[src/rtl/color_mix_fade.sv]
// -----------------------------------------------------------------------------
// color_mix_fade
//
// Video-path colour/monochrome mixer with a frame-synchronous fade envelope.
// RGB is converted to luma and tinted (green, amber, blue, grey) or passed
// through as colour, then scaled by a fade level that steps once every
// FADE_DIV VSync rising edges toward black (fade_out=1) or full (fade_out=0).
//
// Optional feature macro: COLOR_MIX_FADE_EN
//   defined     -> fade FSM, frame counter and stage-3 multiplier are built
//   not defined -> stage 3 is a plain register, fade_out is ignored,
//                  fade_level = LMAX, fade_busy = 0
//
// Parameters:
//   DW        component width (4..10)
//   FW        fade level width, 2^FW levels
//   FADE_DIV  frames per fade step (1..255)
//
// Ports:
//   clk_vid                 video clock
//   reset_n                 asynchronous active-low reset
//   ce_pix                  pixel enable, pipeline advances only when 1
//   mono[2:0]               0 colour, 1 green, 2 amber, 3 blue, 4..7 grey
//   R_in/G_in/B_in          input colour
//   HSync_in..VBlank_in     input timing
//   fade_out                1 = fade toward black, 0 = fade toward full
//   R_out/G_out/B_out       output colour, 3 ce_pix pulses after input
//   HSync_out..VBlank_out   timing, delay-matched to the colour outputs
//   fade_level[FW-1:0]      current fade level
//   fade_busy               high while fading down or up
// -----------------------------------------------------------------------------
module color_mix_fade #(
  parameter int DW       = 8,
  parameter int FW       = 4,
  parameter int FADE_DIV = 1
) (
  input  logic          clk_vid,
  input  logic          reset_n,
  input  logic          ce_pix,
  input  logic [2:0]    mono,
  input  logic [DW-1:0] R_in,
  input  logic [DW-1:0] G_in,
  input  logic [DW-1:0] B_in,
  input  logic          HSync_in,
  input  logic          VSync_in,
  input  logic          HBlank_in,
  input  logic          VBlank_in,
  input  logic          fade_out,
  output logic [DW-1:0] R_out,
  output logic [DW-1:0] G_out,
  output logic [DW-1:0] B_out,
  output logic          HSync_out,
  output logic          VSync_out,
  output logic          HBlank_out,
  output logic          VBlank_out,
  output logic [FW-1:0] fade_level,
  output logic          fade_busy
);

  localparam int            PW   = DW + 8;       // luma product / sum width
  localparam logic [FW-1:0] LMAX = '1;

  genvar gi;

  // Channel index 0 = R, 1 = G, 2 = B throughout.
  logic [DW-1:0] rgb_in      [3];
  logic [PW-1:0] prod_next   [3];
  logic [DW-1:0] s1_rgb_reg  [3];
  logic [PW-1:0] s1_prod_reg [3];
  logic [DW-1:0] s2_rgb_next [3];
  logic [DW-1:0] s2_rgb_reg  [3];
  logic [DW-1:0] s3_rgb_next [3];
  logic [DW-1:0] s3_rgb_reg  [3];

  // Timing bits packed as {HSync, VSync, HBlank, VBlank}.
  logic [3:0] s1_sync_reg, s2_sync_reg, s3_sync_reg;

  assign rgb_in[0] = R_in;
  assign rgb_in[1] = G_in;
  assign rgb_in[2] = B_in;

  // ---------------------------------------------------------------------------
  // Stage 1 products: luma weights 54/183/18 sum to 255, so the three
  // products added together always fit in DW+8 bits.
  // ---------------------------------------------------------------------------
  generate
    for (gi = 0; gi < 3; gi++) begin : g_prod
      localparam logic [PW-1:0] COEF = (gi == 0) ? PW'(54) :
                                       (gi == 1) ? PW'(183) : PW'(18);
      assign prod_next[gi] = PW'(rgb_in[gi]) * COEF;
    end
  endgenerate

  // ---------------------------------------------------------------------------
  // Stage 2: luma and tint select
  // ---------------------------------------------------------------------------
  logic [PW-1:0] luma_sum;
  logic [DW-1:0] luma;
  logic [7:0]    luma_frac_unused;
  logic [DW-1:0] amber_g;

  assign luma_sum                 = s1_prod_reg[0] + s1_prod_reg[1] + s1_prod_reg[2];
  assign {luma, luma_frac_unused} = luma_sum;
  assign amber_g                  = luma - (luma >> 2);

  always_comb begin
    s2_rgb_next = '{default: '0};
    case (mono)
      3'd0: s2_rgb_next = s1_rgb_reg;
      3'd1: s2_rgb_next[1] = luma;
      3'd2: begin
        s2_rgb_next[0] = luma;
        s2_rgb_next[1] = amber_g;
      end
      3'd3: s2_rgb_next[2] = luma;
      default: begin
        s2_rgb_next[0] = luma;
        s2_rgb_next[1] = luma;
        s2_rgb_next[2] = luma;
      end
    endcase
  end

`ifdef COLOR_MIX_FADE_EN
  // ---------------------------------------------------------------------------
  // Fade FSM: level changes only on counted VSync edges, so it is constant
  // within a frame. A direction change takes priority over a step.
  // ---------------------------------------------------------------------------
  typedef enum logic [1:0] {
    ST_FULL  = 2'd0,
    ST_DOWN  = 2'd1,
    ST_BLACK = 2'd2,
    ST_UP    = 2'd3
  } fade_state_t;

  fade_state_t   state_reg, state_next;
  logic [FW-1:0] level_reg, level_next;
  logic [7:0]    frame_cnt_reg, frame_cnt_next;
  logic          vs_prev_reg;
  logic          vs_edge;
  logic          frame_done;

  assign vs_edge    = ce_pix & VSync_in & ~vs_prev_reg;
  assign frame_done = (frame_cnt_reg == 8'(FADE_DIV - 1));

  always_ff @(posedge clk_vid or negedge reset_n) begin
    if (!reset_n) begin
      state_reg     <= ST_FULL;
      level_reg     <= LMAX;
      frame_cnt_reg <= '0;
      vs_prev_reg   <= 1'b0;
    end else begin
      state_reg     <= state_next;
      level_reg     <= level_next;
      frame_cnt_reg <= frame_cnt_next;
      if (ce_pix) begin
        vs_prev_reg <= VSync_in;
      end
    end
  end

  always_comb begin
    state_next     = state_reg;
    level_next     = level_reg;
    frame_cnt_next = frame_cnt_reg;
    case (state_reg)
      ST_FULL: begin
        if (fade_out) begin
          state_next     = ST_DOWN;
          frame_cnt_next = '0;
        end
      end
      ST_DOWN: begin
        if (!fade_out) begin
          state_next     = ST_UP;
          frame_cnt_next = '0;
        end else if (level_reg == '0) begin
          // Reached when UP reversed at level 0; nothing left to step.
          state_next     = ST_BLACK;
          frame_cnt_next = '0;
        end else if (vs_edge) begin
          if (frame_done) begin
            level_next     = level_reg - 1'b1;
            frame_cnt_next = '0;
            if (level_reg == FW'(1)) begin
              state_next = ST_BLACK;
            end
          end else begin
            frame_cnt_next = frame_cnt_reg + 8'd1;
          end
        end
      end
      ST_BLACK: begin
        if (!fade_out) begin
          state_next     = ST_UP;
          frame_cnt_next = '0;
        end
      end
      ST_UP: begin
        if (fade_out) begin
          state_next     = ST_DOWN;
          frame_cnt_next = '0;
        end else if (level_reg == LMAX) begin
          state_next     = ST_FULL;
          frame_cnt_next = '0;
        end else if (vs_edge) begin
          if (frame_done) begin
            level_next     = level_reg + 1'b1;
            frame_cnt_next = '0;
            if (level_reg == LMAX - FW'(1)) begin
              state_next = ST_FULL;
            end
          end else begin
            frame_cnt_next = frame_cnt_reg + 8'd1;
          end
        end
      end
      default: begin
        state_next     = ST_FULL;
        level_next     = LMAX;
        frame_cnt_next = '0;
      end
    endcase
  end

  assign fade_level = level_reg;
  assign fade_busy  = (state_reg == ST_DOWN) || (state_reg == ST_UP);

  // ---------------------------------------------------------------------------
  // Stage 3 fade multiply: (c*(L+1)) >> FW, forced to 0 at L = 0.
  // The product never exceeds c << FW, so its top bit is always 0.
  // ---------------------------------------------------------------------------
  localparam int MW = DW + FW + 1;

  logic [FW:0] level_p1;
  assign level_p1 = {1'b0, level_reg} + (FW+1)'(1);

  generate
    for (gi = 0; gi < 3; gi++) begin : g_fade
      logic [MW-1:0] prod;
      logic          prod_top_unused;
      logic [DW-1:0] scaled;
      logic [FW-1:0] prod_frac_unused;

      assign prod = MW'(s2_rgb_reg[gi]) * MW'(level_p1);
      assign {prod_top_unused, scaled, prod_frac_unused} = prod;
      assign s3_rgb_next[gi] = (level_reg == '0) ? '0 : scaled;
    end
  endgenerate
`else
  logic fade_out_unused;
  assign fade_out_unused = fade_out;
  assign fade_level      = LMAX;
  assign fade_busy       = 1'b0;

  generate
    for (gi = 0; gi < 3; gi++) begin : g_pass
      assign s3_rgb_next[gi] = s2_rgb_reg[gi];
    end
  endgenerate
`endif

  // ---------------------------------------------------------------------------
  // Pipeline registers, all qualified by ce_pix
  // ---------------------------------------------------------------------------
  always_ff @(posedge clk_vid or negedge reset_n) begin
    if (!reset_n) begin
      s1_rgb_reg  <= '{default: '0};
      s1_prod_reg <= '{default: '0};
      s2_rgb_reg  <= '{default: '0};
      s3_rgb_reg  <= '{default: '0};
      s1_sync_reg <= '0;
      s2_sync_reg <= '0;
      s3_sync_reg <= '0;
    end else if (ce_pix) begin
      s1_rgb_reg  <= rgb_in;
      s1_prod_reg <= prod_next;
      s2_rgb_reg  <= s2_rgb_next;
      s3_rgb_reg  <= s3_rgb_next;
      s1_sync_reg <= {HSync_in, VSync_in, HBlank_in, VBlank_in};
      s2_sync_reg <= s1_sync_reg;
      s3_sync_reg <= s2_sync_reg;
    end
  end

  assign R_out      = s3_rgb_reg[0];
  assign G_out      = s3_rgb_reg[1];
  assign B_out      = s3_rgb_reg[2];
  assign HSync_out  = s3_sync_reg[3];
  assign VSync_out  = s3_sync_reg[2];
  assign HBlank_out = s3_sync_reg[1];
  assign VBlank_out = s3_sync_reg[0];

endmodule

[config.mk]
export PLATFORM = sky130hd
export DESIGN_NAME = color_mix_fade
export DESIGN_NICKNAME = d
export VERILOG_FILES = /design/src/rtl/color_mix_fade.sv
export SDC_FILE = /design/constraint.sdc
export NUM_CORES = 1
export LEC_CHECK = 0
export ABC_CLOCK_PERIOD_IN_PS = 5700
export BUFFER_PORTS_ARGS = -buffer_cell sky130_fd_sc_hd__buf_2
export CAP_MARGIN = 20
export CORE_MARGIN = 2
export CORE_UTILIZATION = 55
export DETAILED_ROUTE_END_ITERATION = 16
export PLACE_DENSITY_LB_ADDON = 0.15
export SLEW_MARGIN = 20
export SYNTH_ARGS = -nofsm -noshare
export SYNTH_HDL_FRONTEND = slang
export SYNTH_SLANG_ARGS = --single-unit
[constraint.sdc]
create_clock -name clk_vid -period 5.7 [get_ports clk_vid]
set_input_delay 1.14 -clock clk_vid [delete_from_list [all_inputs] [get_ports clk_vid]]
set_output_delay 1.14 -clock clk_vid [all_outputs]
set_load 0.1 [all_outputs]
==> results of run 1 <==
-- metal layers --
metal	GRT usage, %	vias to the layer above
met1	31.73	2934
met2	37.36	112
li1	-	2862
met5	0	-
met4	9.015	0
met3	3.534	30
-- worst register-to-register path: cells and delay by family, from the launching register on --
family / cells / cell delay, ps
AO/OA/AOI/OAI: 9 / 1830
flip-flops: 1 / 430
buffers and inverters: 1 / 100
adder cells (fa/ha/maj): 3 / 1130
AND/OR/NAND/NOR: 3 / 870
-- cell families after synthesis --
family	Yosys count
muxes	83
xor gates and xnor gates	28
AOI/OAI and AO/OA	138
and+or+nand+nor	143
DFF	120
adders and majority gates	139
buffers and inverters	141
other	2
-- synth_stat cells (3+ instances only) --
| master | number |
|---|---|
| sky130_fd_sc_hd__nand3b_1 | 3 |
| sky130_fd_sc_hd__or3_1 | 6 |
| sky130_fd_sc_hd__or4_1 | 3 |
| sky130_fd_sc_hd__xor2_1 | 6 |
| sky130_fd_sc_hd__o21bai_1 | 3 |
| sky130_fd_sc_hd__a21o_1 | 15 |
| sky130_fd_sc_hd__nand3_1 | 10 |
| sky130_fd_sc_hd__o21a_1 | 5 |
| sky130_fd_sc_hd__dfrtp_1 | 120 |
| sky130_fd_sc_hd__o21ai_0 | 22 |
| sky130_fd_sc_hd__clkbuf_1 | 20 |
| sky130_fd_sc_hd__nor2_1 | 47 |
| sky130_fd_sc_hd__fa_1 | 43 |
| sky130_fd_sc_hd__ha_1 | 96 |
| sky130_fd_sc_hd__nor3_1 | 20 |
| sky130_fd_sc_hd__inv_1 | 111 |
| sky130_fd_sc_hd__mux2_2 | 80 |
| sky130_fd_sc_hd__buf_1 | 5 |
| sky130_fd_sc_hd__a211oi_1 | 3 |
| sky130_fd_sc_hd__a221oi_1 | 14 |
| sky130_fd_sc_hd__nand2b_1 | 5 |
| sky130_fd_sc_hd__o31ai_1 | 6 |
| sky130_fd_sc_hd__a2111oi_0 | 3 |
| sky130_fd_sc_hd__nor2b_1 | 7 |
| sky130_fd_sc_hd__nand2_1 | 27 |
| sky130_fd_sc_hd__a31oi_1 | 3 |
| sky130_fd_sc_hd__o2111ai_1 | 4 |
| sky130_fd_sc_hd__buf_4 | 5 |
| sky130_fd_sc_hd__a21oi_1 | 31 |
| sky130_fd_sc_hd__xnor2_1 | 21 |
-- cells in the final DEF, fill, tap and decap left out, drive strengths merged, types with 5 or more instances in the layout --
cell,Yosys,layout
conb,2,5
clkbuf,20,17
nand2,27,27
o21a,5,5
nand3,10,10
fa,43,43
a221oi,14,14
a21o,15,15
nor2,47,47
a21oi,32,32
inv,111,122
o21ai,24,24
xor2,7,7
or3,6,6
o31ai,7,7
buf,10,65
ha,96,96
nor2b,7,7
nand2b,5,5
dfrtp,120,120
nor3,23,23
mux2,81,81
xnor2,21,21
-- how the worst max path moves through the flow --
stage | slack [ps] | end | cells past startpoint
after floorplan | 1060 | s1_prod_reg[31] | 13
after global placement | 710 | s1_prod_reg[31] | 14
after detailed placement | 690 | s1_prod_reg[31] | 14
after CTS | 1130 | s2_rgb_reg[15] | 16
after global routing | 850 | s2_rgb_reg[15] | 16
final | 1120 | s1_prod_reg[31] | 14
-- per-stage QoR --
step	area [sq um]	hold WS (ps)
after global placement	8982	471.3
after detailed placement	8982	472.7
final	9559	493.4
after floorplan	8538	446.2
after global routing	9559	515.3
after CTS	9559	487.4
-- cell type report --
| class | count | area, sq um | area share, % |
|---|---|---|---|
| Tap cell | 188 | 235.2 | 2.461 |
| Clock buffer | 17 | 425.4 | 4.450 |
| Multi-Input combinational cell | 536 | 4987 | 52.17 |
| Inverter | 111 | 416.7 | 4.359 |
| Timing Repair Buffer | 65 | 340.3 | 3.560 |
| Clock inverter | 15 | 151.4 | 1.584 |
| Sequential cell | 120 | 3003 | 31.41 |
==> flow_results.xml, run 1 <==
<?xml version="1.0" encoding="UTF-8"?>
<metrics>
  <group name="run_status">
    <metric name="result_of_the_run" unit="">finished clean</metric>
  </group>
  <group name="global_route">
    <metric name="globalRouteOverflowTotal" unit="">0</metric>
    <metric name="grt_first_pass_wirelength" unit="mm">29.81</metric>
    <metric name="grt_max_degree" unit="">79</metric>
    <metric name="grt_antenna_before_repair" unit="">0</metric>
    <metric name="global_route.usage.total" unit="%">23.13</metric>
    <metric name="grt_pass1_vias" unit="">6039</metric>
  </group>
  <group name="logic_synthesis">
    <metric name="synthCells" unit="">794</metric>
    <metric name="largest_family_of_logic_cells_by_synthesized_area" unit="">adder cells</metric>
    <metric name="adder_cell_share_of_the_synthesized_area" unit="%">24.18</metric>
    <metric name="synth.yosys.warnings" unit="">0</metric>
    <metric name="post_synthesis_sequential_area_ratio" unit="%">35.22</metric>
    <metric name="mappedNetlistArea" unit="sq um">8527</metric>
    <metric name="synth_largest_area_cell" unit="">sky130_fd_sc_hd__dfrtp_1</metric>
    <metric name="edff_count_synth" unit="">0</metric>
    <metric name="synth.top_cell.area_share" unit="%">35.22</metric>
    <metric name="synthFlopType" unit="">sky130_fd_sc_hd__dfrtp_1</metric>
    <metric name="yosys.area_share.xor_xnor" unit="%">2.964</metric>
    <metric name="synth_compound_gate_area_share" unit="%">11.87</metric>
    <metric name="synthSimpleGateAreaFrac" unit="%">8.276</metric>
    <metric name="synthesis.area_per_instance" unit="sq um">10.74</metric>
    <metric name="synth_cell_type_count" unit="">66</metric>
    <metric name="yosys_register_bits" unit="">120</metric>
    <metric name="netlist_top_cells_area" unit="">sky130_fd_sc_hd__dfrtp_1 35%, sky130_fd_sc_hd__ha_1 14%, sky130_fd_sc_hd__mux2_2 11%</metric>
    <metric name="synth.area.mux_share" unit="%">10.98</metric>
    <metric name="proportion_of_synthesized_flip_flops_having_asynchronous_set_or_reset" unit="%">100.0</metric>
  </group>
  <group name="detailed_routing">
    <metric name="wl_met2" unit="mm">8.294</metric>
    <metric name="met3WireLength" unit="um">599</metric>
    <metric name="drcViolationCount" unit="">0</metric>
    <metric name="top_layer" unit="">met4</metric>
    <metric name="drt_iter0_markers" unit="">331</metric>
    <metric name="routed_wirelength" unit="mm">17.64</metric>
    <metric name="routedLengthMet1" unit="mm">8.326</metric>
    <metric name="avgRoutedWirePerCell" unit="um">16.77</metric>
    <metric name="final_antenna_net_count" unit="">0</metric>
    <metric name="drt-vias-per-instance" unit="">5.644</metric>
    <metric name="first_pass_iters" unit="">5</metric>
    <metric name="route.vias.total" unit="">5938</metric>
  </group>
  <group name="setup_path">
    <metric name="rrSetupSlack" unit="ps">1190</metric>
    <metric name="crit_path_cell_trace" unit="">buf_2 &gt; ha_1 &gt; inv_1 &gt; fa_1 &gt; fa_1 &gt; inv_1 &gt; fa_1 &gt; ha_1 &gt; or3_1 &gt; o21ai_0 &gt; a211oi_1 &gt; o31ai_1 &gt; xnor2_1 &gt; mux2_2</metric>
    <metric name="timing.setup.critical_path_class" unit="">primary input to flip-flop</metric>
    <metric name="timing.critical_path.slowest_cell_delay" unit="ps">550</metric>
    <metric name="cp.arrival" unit="ps">4880</metric>
    <metric name="critical-path-top-cell-by-count" unit="">sky130_fd_sc_hd__fa_1</metric>
    <metric name="cpMaxStageDelayCell" unit="">sky130_fd_sc_hd__fa_1</metric>
    <metric name="rr_endpoint" unit="">s2_rgb_reg[15]</metric>
    <metric name="cpLargestDelayFamily" unit="">adder cells</metric>
    <metric name="worst_path_maximum_fanout" unit="">6</metric>
    <metric name="worstReg2RegStart" unit="">s1_prod_reg[23]</metric>
    <metric name="worst_setup_sp" unit="">G_in[1]</metric>
    <metric name="r2r_cells" unit="">16</metric>
    <metric name="critPathLaunchType" unit="">primary input</metric>
    <metric name="critical_path_buf_inv_count" unit="">3</metric>
    <metric name="kind_of_end_point_of_the_critical_path" unit="">flip-flop</metric>
    <metric name="crit_required" unit="ps">6000</metric>
  </group>
  <group name="sta">
    <metric name="final.setup.worst_slack" unit="ps">1119</metric>
    <metric name="rsz0062_at_grt" unit="">no</metric>
    <metric name="totalNegativeSetupSlack" unit="ps">0</metric>
    <metric name="fin_crit" unit="ps">4581</metric>
    <metric name="setup_viol" unit="">0</metric>
    <metric name="timing.slew.headroom" unit="%">44.22</metric>
    <metric name="tightest_slew" unit="ps">836.7</metric>
    <metric name="finalClockSkew" unit="ps">9.797</metric>
    <metric name="fmaxAchievable" unit="GHz">0.2183</metric>
    <metric name="period_share" unit="%">80.36</metric>
    <metric name="report.final.hold_viol_count" unit="">0</metric>
    <metric name="timing_max_transition_violations_final" unit="">0</metric>
  </group>
  <group name="die">
    <metric name="initial_core_util" unit="%">56.09</metric>
    <metric name="num_rows" unit="">45</metric>
    <metric name="die_area" unit="sq um">16520</metric>
    <metric name="io_pins" unit="">68</metric>
    <metric name="core-area" unit="sq um">15200</metric>
    <metric name="chipWidth" unit="um">128.5</metric>
    <metric name="die_h" unit="um">128.5</metric>
  </group>
  <group name="final_layout">
    <metric name="largest_register_ffs" unit="">36</metric>
    <metric name="final_net_count" unit="">1025</metric>
    <metric name="flow.area_growth_from_synthesis" unit="%">12.11</metric>
    <metric name="non_filler_instances" unit="">1052</metric>
    <metric name="fillerInstances" unit="">1243</metric>
    <metric name="final_core_utilization" unit="%">62.88</metric>
    <metric name="antennaDiodeCount" unit="">0</metric>
    <metric name="drive_gt1_share" unit="%">22.22</metric>
  </group>
  <group name="placement">
    <metric name="numPlacedInstances" unit="">1020</metric>
    <metric name="dp_worst_setup_slack" unit="ps">689.9</metric>
    <metric name="place.port_buffers" unit="">61</metric>
    <metric name="final_estimated_routing_congestion_in_global_placement" unit="">0.8682</metric>
    <metric name="dp.final_hpwl" unit="mm">13.57</metric>
  </group>
  <group name="clocking">
    <metric name="worst_setup_hold_path_clk_slew" unit="ps">60</metric>
    <metric name="clkLatencyLatePin" unit="ps">420</metric>
    <metric name="clockRootBuffer" unit="">sky130_fd_sc_hd__clkbuf_16</metric>
    <metric name="clock_tree.htree_level_count" unit="">4</metric>
    <metric name="postCtsSetupBuffers" unit="">0</metric>
    <metric name="clock_sink_count" unit="">120</metric>
    <metric name="tritoncts" unit="">built</metric>
    <metric name="clock_path_buffers" unit="">2</metric>
    <metric name="post_cts_resized" unit="">0</metric>
    <metric name="cts_buffers" unit="">17</metric>
    <metric name="cts_hold_buf" unit="">0</metric>
  </group>
  <group name="worst_hold_path">
    <metric name="timing.hold.worst_endpoint" unit="">s2_rgb_reg[12]</metric>
    <metric name="worstHoldPathType" unit="">flip-flop to flip-flop</metric>
    <metric name="hold-path-cell-count" unit="">2</metric>
    <metric name="holdCritStartpoint" unit="">s2_rgb_reg[12]</metric>
  </group>
  <group name="run">
    <metric name="cap_viol_max_count" unit="">0</metric>
  </group>
</metrics>
Power of run 1 is not shown: default switching activity piles up to over one toggle a cycle in this logic, so the estimate is an artifact.
==> inputs of run 2 (changes only) <==
--- a/config.mk
+++ b/config.mk
@@ -5,7 +5,7 @@
 export SDC_FILE = /design/constraint.sdc
 export NUM_CORES = 1
 export LEC_CHECK = 0
-export ABC_CLOCK_PERIOD_IN_PS = 5700
+export ABC_CLOCK_PERIOD_IN_PS = 4450
 export BUFFER_PORTS_ARGS = -buffer_cell sky130_fd_sc_hd__buf_2
 export CAP_MARGIN = 20
 export CORE_MARGIN = 2
==> constraint.sdc (replaced) <==
create_clock -name clk_vid -period 4.45 [get_ports clk_vid]
set_input_delay 0.89 -clock clk_vid [delete_from_list [all_inputs] [get_ports clk_vid]]
set_output_delay 0.89 -clock clk_vid [all_outputs]
set_load 0.1 [all_outputs]
==> run 2 against run 1 <==
Global-route usage increased by 0.25 points. Cell count increased by 2.8%. Sequential share of layout area decreased by 0.76 points. Via count increased by 2.3%. Routed wire length increased by 2.0%. Critical endpoint is now s2_rgb_reg[14].
==> flow_results.xml, run 2 (synthesis results as in run 1) <==
<?xml version="1.0" encoding="UTF-8"?>
<metrics>
  <group name="run_status">
    <metric name="result_of_the_run" unit="">finished clean</metric>
  </group>
  <group name="clocking">
    <metric name="worst_setup_hold_path_clk_slew" unit="ps">60</metric>
    <metric name="postCtsSetupBuffers" unit="">0</metric>
    <metric name="clock_tree.htree_level_count" unit="">4</metric>
    <metric name="clkLatencyLatePin" unit="ps">420</metric>
    <metric name="tritoncts" unit="">built</metric>
    <metric name="clockRootBuffer" unit="">sky130_fd_sc_hd__clkbuf_16</metric>
    <metric name="cts_hold_buf" unit="">0</metric>
    <metric name="clock_sink_count" unit="">120</metric>
    <metric name="cts_buffers" unit="">17</metric>
    <metric name="clock_path_buffers" unit="">2</metric>
  </group>
  <group name="setup_path">
    <metric name="critPathLaunchType" unit="">flip-flop</metric>
    <metric name="cpMaxStageDelayCell" unit="">sky130_fd_sc_hd__fa_1</metric>
    <metric name="cp.arrival" unit="ps">4660</metric>
    <metric name="timing.critical_path.slowest_cell_delay" unit="ps">480</metric>
    <metric name="timing.setup.critical_path_class" unit="">flip-flop to flip-flop</metric>
    <metric name="crit_path_cell_trace" unit="">fa_1 &gt; ha_1 &gt; a21oi_1 &gt; o21ai_1 &gt; a22o_1 &gt; or2_4 &gt; nor3_2 &gt; buf_4 &gt; fa_1 &gt; nor2b_1 &gt; o21ai_1 &gt; a21boi_0 &gt; o21a_1 &gt; or4_1 &gt; mux2i_1 &gt; o221a_2</metric>
    <metric name="crit_required" unit="ps">4810</metric>
    <metric name="kind_of_end_point_of_the_critical_path" unit="">flip-flop</metric>
    <metric name="worst_path_maximum_fanout" unit="">6</metric>
  </group>
  <group name="die">
    <metric name="chipWidth" unit="um">128.5</metric>
    <metric name="num_rows" unit="">45</metric>
    <metric name="die_area" unit="sq um">16520</metric>
    <metric name="core-area" unit="sq um">15200</metric>
    <metric name="initial_core_util" unit="%">56.09</metric>
    <metric name="io_pins" unit="">68</metric>
    <metric name="die_h" unit="um">128.5</metric>
  </group>
  <group name="run">
    <metric name="cap_viol_max_count" unit="">0</metric>
  </group>
  <group name="global_route">
    <metric name="grt_antenna_before_repair" unit="">0</metric>
    <metric name="global_route.usage.total" unit="%">23.38</metric>
    <metric name="globalRouteOverflowTotal" unit="">0</metric>
    <metric name="grt_first_pass_wirelength" unit="mm">30.29</metric>
    <metric name="grt_max_degree" unit="">98</metric>
    <metric name="grt_pass1_vias" unit="">6152</metric>
  </group>
  <group name="sta">
    <metric name="report.final.hold_viol_count" unit="">0</metric>
    <metric name="rsz0062_at_grt" unit="">no</metric>
    <metric name="finalClockSkew" unit="ps">5.894</metric>
    <metric name="setup_viol" unit="">0</metric>
    <metric name="period_share" unit="%">96.78</metric>
    <metric name="timing_max_transition_violations_final" unit="">0</metric>
    <metric name="timing.slew.headroom" unit="%">29.75</metric>
    <metric name="fmaxAchievable" unit="GHz">0.2322</metric>
    <metric name="fin_crit" unit="ps">4307</metric>
    <metric name="hold-worst-slack" unit="ps">498.5</metric>
    <metric name="final.setup.worst_slack" unit="ps">143.4</metric>
    <metric name="tightest_slew" unit="ps">1053</metric>
  </group>
  <group name="placement">
    <metric name="place.port_buffers" unit="">61</metric>
    <metric name="dpl-instance-area" unit="sq um">9200</metric>
    <metric name="final_estimated_routing_congestion_in_global_placement" unit="">0.8869</metric>
    <metric name="dp.final_hpwl" unit="mm">13.92</metric>
    <metric name="dp_worst_setup_slack" unit="ps">-201.4</metric>
    <metric name="numPlacedInstances" unit="">1049</metric>
  </group>
  <group name="worst_hold_path">
    <metric name="worstHoldPathType" unit="">primary input to asynchronous set/reset pin</metric>
  </group>
  <group name="final_layout">
    <metric name="layout_common_cells" unit="">120 x sky130_fd_sc_hd__dfrtp_1, 111 x sky130_fd_sc_hd__inv_1, 95 x sky130_fd_sc_hd__ha_1, 80 x sky130_fd_sc_hd__mux2_2, 59 x sky130_fd_sc_hd__buf_2</metric>
    <metric name="final_net_count" unit="">1054</metric>
    <metric name="fillerInstances" unit="">1197</metric>
    <metric name="largest_register_ffs" unit="">36</metric>
    <metric name="antennaDiodeCount" unit="">0</metric>
    <metric name="flow.area_growth_from_synthesis" unit="%">14.88</metric>
    <metric name="non_filler_instances" unit="">1081</metric>
    <metric name="layout.cell_area.non_filler" unit="sq um">9796</metric>
    <metric name="layout.cells.most_common" unit="">sky130_fd_sc_hd__dfrtp_1</metric>
    <metric name="drive_gt1_share" unit="%">25.08</metric>
  </group>
  <group name="detailed_routing">
    <metric name="drcViolationCount" unit="">0</metric>
    <metric name="drt_iter0_markers" unit="">310</metric>
    <metric name="routed_wirelength" unit="mm">17.99</metric>
    <metric name="final_antenna_net_count" unit="">0</metric>
    <metric name="route.vias.total" unit="">6076</metric>
    <metric name="first_pass_iters" unit="">4</metric>
    <metric name="avgRoutedWirePerCell" unit="um">16.64</metric>
    <metric name="drt-vias-per-instance" unit="">5.621</metric>
  </group>
</metrics>
[run 2: changes by cell type in the layout (fill, tap and decap cells not counted), moves of 2 or more]
cell,previous run,this run
sky130_fd_sc_hd__inv_6,8,6
sky130_fd_sc_hd__buf_4,6,35
sky130_fd_sc_hd__clkinv_4,0,2
sky130_fd_sc_hd__clkinv_8,2,0
[run 2: layer usage]
layer  up-vias  global-route usage (%)  wire length (um)
met5         -                       0                 0
met3        29                   3.867               573
li1       2927                       -                 -
met4         0                   8.440               360
met2       121                   38.30              8693
met1      2999                   31.71              8359
[run 2: worst paths after layout]
kind / slack [ps] / cells after the start / from / to
min in group clk_vid: 500 / 1 / B_out[7] / B_out[7]
hold reg to reg: 500 / 1 / B_out[7] / B_out[7]
hold / removal: 500 / 1 / reset_n / G_out[6]
max in group asynchronous: 2940 / 2 / reset_n / s2_rgb_reg[17]
setup reg to reg: 140 / 16 / s1_prod_reg[7] / s2_rgb_reg[14]
setup / recovery: 140 / 16 / s1_prod_reg[7] / s2_rgb_reg[14]
[run 2: worst max-delay path, delay by kind of cell, from the launching register on]
kind / cells / cell delay, ps
AO/OA/AOI/OAI: 7 / 1420
buffers and inverters: 1 / 180
adder cells (fa/ha/maj): 3 / 1040
AND/OR/NAND/NOR: 4 / 1000
multiplexers: 1 / 190
flip-flops: 1 / 390
[run 2: timing repair]
item | in CTS | in global routing
endpoints found under the hold margin | 0 | 0
resized for setup | 0 | 5
setup endpoints to repair | 0 | 2
[run 2: layout make-up]
type,count,area [sq um],area share (%)
Timing Repair Buffer,94,558.0,5.697
Clock buffer,17,425.4,4.343
Clock inverter,15,153.9,1.571
Sequential cell,120,3003,30.66
Inverter,111,416.7,4.253
Multi-Input combinational cell,536,5004,51.08
Tap cell,188,235.2,2.401
[run 2: metrics by stage]
| stage | TNS [ps] | util (%) |
|---|---|---|
| floorplan | 0 | - |
| global placement | -383.4 | 60.52 |
| detailed placement | -660.8 | 60.52 |
| CTS | 0 | 64.33 |
| global route | 0 | 64.44 |
| finish | 0 | 64.44 |
Power of run 2 is left out for the same reason.
==> inputs of run 3 (changes only) <==
--- a/config.mk
+++ b/config.mk
@@ -12,6 +12,7 @@
 export CORE_UTILIZATION = 55
 export DETAILED_ROUTE_END_ITERATION = 16
 export PLACE_DENSITY_LB_ADDON = 0.15
+export REMOVE_ABC_BUFFERS = 1
 export SLEW_MARGIN = 20
 export SYNTH_ARGS = -nofsm -noshare
 export SYNTH_HDL_FRONTEND = slang
==> run 3 against run 2 <==
Fmax increased by 1.9%. Highest routed layer unchanged. Via count increased by 0.38%. Sequential share of layout area decreased by 0.29 points. Count of clock-buffer cells in the layout unchanged. Clock skew increased by 1.1 ps. Worst setup slack improved by 78 ps.
==> flow_results.xml, run 3 (synthesis results as in run 1) <==
<?xml version="1.0" encoding="UTF-8"?>
<metrics>
  <group name="clocking">
    <metric name="clkLatencyLatePin" unit="ps">420</metric>
    <metric name="clock_sink_count" unit="">120</metric>
    <metric name="clock_tree.htree_level_count" unit="">4</metric>
    <metric name="tritoncts" unit="">built</metric>
    <metric name="clock_path_buffers" unit="">2</metric>
    <metric name="clockRootBuffer" unit="">sky130_fd_sc_hd__clkbuf_16</metric>
    <metric name="worst_setup_hold_path_clk_slew" unit="ps">60</metric>
    <metric name="cts_buffers" unit="">17</metric>
    <metric name="cts_hold_buf" unit="">0</metric>
  </group>
  <group name="final_layout">
    <metric name="non_filler_instances" unit="">1088</metric>
    <metric name="layout.cells.most_common" unit="">sky130_fd_sc_hd__dfrtp_1</metric>
    <metric name="final_core_utilization" unit="%">65.06</metric>
    <metric name="drive_gt1_share" unit="%">25.67</metric>
    <metric name="antennaDiodeCount" unit="">0</metric>
    <metric name="largest_register_ffs" unit="">36</metric>
    <metric name="layout_common_cells" unit="">120 x sky130_fd_sc_hd__dfrtp_1, 111 x sky130_fd_sc_hd__inv_1, 96 x sky130_fd_sc_hd__ha_1, 80 x sky130_fd_sc_hd__mux2_2, 60 x sky130_fd_sc_hd__buf_2</metric>
    <metric name="flow.area_growth_from_synthesis" unit="%">15.99</metric>
    <metric name="final_net_count" unit="">1061</metric>
    <metric name="fillerInstances" unit="">1236</metric>
  </group>
  <group name="detailed_routing">
    <metric name="avgRoutedWirePerCell" unit="um">16.88</metric>
    <metric name="drt-vias-per-instance" unit="">5.606</metric>
    <metric name="final_antenna_net_count" unit="">0</metric>
    <metric name="drcViolationCount" unit="">0</metric>
    <metric name="drt_iter0_markers" unit="">335</metric>
    <metric name="route.vias.total" unit="">6099</metric>
    <metric name="first_pass_iters" unit="">5</metric>
    <metric name="routed_wirelength" unit="mm">18.37</metric>
  </group>
  <group name="die">
    <metric name="core-area" unit="sq um">15200</metric>
    <metric name="num_rows" unit="">45</metric>
    <metric name="io_pins" unit="">68</metric>
    <metric name="chipWidth" unit="um">128.5</metric>
    <metric name="die_area" unit="sq um">16520</metric>
    <metric name="die_h" unit="um">128.5</metric>
    <metric name="initial_core_util" unit="%">56.09</metric>
  </group>
  <group name="sta">
    <metric name="rsz0062_at_grt" unit="">no</metric>
    <metric name="totalNegativeSetupSlack" unit="ps">0</metric>
    <metric name="report.final.hold_viol_count" unit="">0</metric>
    <metric name="fin_crit" unit="ps">4228</metric>
    <metric name="period_share" unit="%">95.02</metric>
    <metric name="finalClockSkew" unit="ps">6.950</metric>
    <metric name="setup_viol" unit="">0</metric>
    <metric name="timing.slew.headroom" unit="%">39.86</metric>
    <metric name="tightest_slew" unit="ps">902.2</metric>
    <metric name="fmaxAchievable" unit="GHz">0.2365</metric>
    <metric name="timing_max_transition_violations_final" unit="">0</metric>
  </group>
  <group name="setup_path">
    <metric name="worst_path_maximum_fanout" unit="">2</metric>
    <metric name="kind_of_end_point_of_the_critical_path" unit="">flip-flop</metric>
    <metric name="critPathLaunchType" unit="">primary input</metric>
    <metric name="cp.arrival" unit="ps">4530</metric>
    <metric name="crit_required" unit="ps">4750</metric>
    <metric name="timing.setup.critical_path_class" unit="">primary input to flip-flop</metric>
  </group>
  <group name="placement">
    <metric name="place.port_buffers" unit="">61</metric>
    <metric name="final_estimated_routing_congestion_in_global_placement" unit="">0.8886</metric>
    <metric name="numPlacedInstances" unit="">1055</metric>
    <metric name="dp.final_hpwl" unit="mm">14.09</metric>
  </group>
  <group name="worst_hold_path">
    <metric name="worstHoldPathType" unit="">flip-flop to flip-flop</metric>
  </group>
  <group name="global_route">
    <metric name="globalRouteOverflowTotal" unit="">0</metric>
    <metric name="grt_max_degree" unit="">82</metric>
    <metric name="global_route.usage.total" unit="%">23.80</metric>
    <metric name="grt_first_pass_wirelength" unit="mm">30.87</metric>
    <metric name="grt_pass1_vias" unit="">6338</metric>
    <metric name="grt_antenna_before_repair" unit="">0</metric>
  </group>
  <group name="run_status">
    <metric name="result_of_the_run" unit="">finished clean</metric>
  </group>
  <group name="run">
    <metric name="cap_viol_max_count" unit="">0</metric>
  </group>
</metrics>
## run 3: cell count changes in the layout (fill, tap and decap cells not counted), sizes merged
cell,change
clkinv,+1
inv,-3
buf,+7
bufinv,+2
## run 3: timing repair
action                     in CTS  in global routing
setup endpoints to repair       0                  3
buffers inserted                0                  0
resized for setup               0                  7
## run 3: cell type report
type	count	area, sq um	share of cell area [%]
timing repair buffer	101	608.1	6.148
inverter	111	416.7	4.213
clock inverter	15	188.9	1.910
tap	188	235.2	2.378
multi-input combinational	536	5014	50.69
clock buffer	17	425.4	4.301
sequential	120	3003	30.36
## run 3: worst max-delay path, cell delays in order
cell,delay (ps)
sky130_fd_sc_hd__buf_2,110
sky130_fd_sc_hd__ha_1,300
sky130_fd_sc_hd__inv_1,70
sky130_fd_sc_hd__fa_1,500
sky130_fd_sc_hd__fa_1,550
sky130_fd_sc_hd__inv_1,60
sky130_fd_sc_hd__fa_1,470
sky130_fd_sc_hd__ha_1,320
sky130_fd_sc_hd__or3_1,360
sky130_fd_sc_hd__o21ai_0,100
sky130_fd_sc_hd__a211oi_1,120
sky130_fd_sc_hd__o31ai_1,300
sky130_fd_sc_hd__xnor2_1,110
sky130_fd_sc_hd__mux2_2,270
## run 3: metal layers
layer	wire, um	track usage, %	vias to the layer above
li1	-	-	2937
met1	8242	30.38	3007
met2	9031	41.11	126
met3	690	4.491	29
met4	401	7.801	0
met5	0	0	-
## run 3: worst paths after layout
kind	start	endpoint	slack [ps]	cells after the start
setup reg to reg	s1_prod_reg[7]	s2_rgb_reg[15]	270	16
setup / recovery	G_in[1]	s1_prod_reg[31]	220	14
hold reg to reg	s2_rgb_reg[23]	s2_rgb_reg[23]	490	2
min in group asynchronous	reset_n	s2_sync_reg[3]	600	1
max in group asynchronous	reset_n	R_out[6]	2960	2
hold / removal	s2_rgb_reg[23]	s2_rgb_reg[23]	490	2
## run 3: through the flow
stage | hold slack, ps | worst slack, ps | cell area, sq um
2_1_floorplan | 446.2 | 56.80 | 8407
3_3_place_gp | 469.9 | -172.9 | 9245
3_5_place_dp | 476.5 | -252.1 | 9245
4_1_cts | 489.6 | 57.87 | 9859
5_1_grt | 517.8 | 28.68 | 9891
6_report | 488.4 | 221.6 | 9891
Power of run 3 is left out for the same reason.
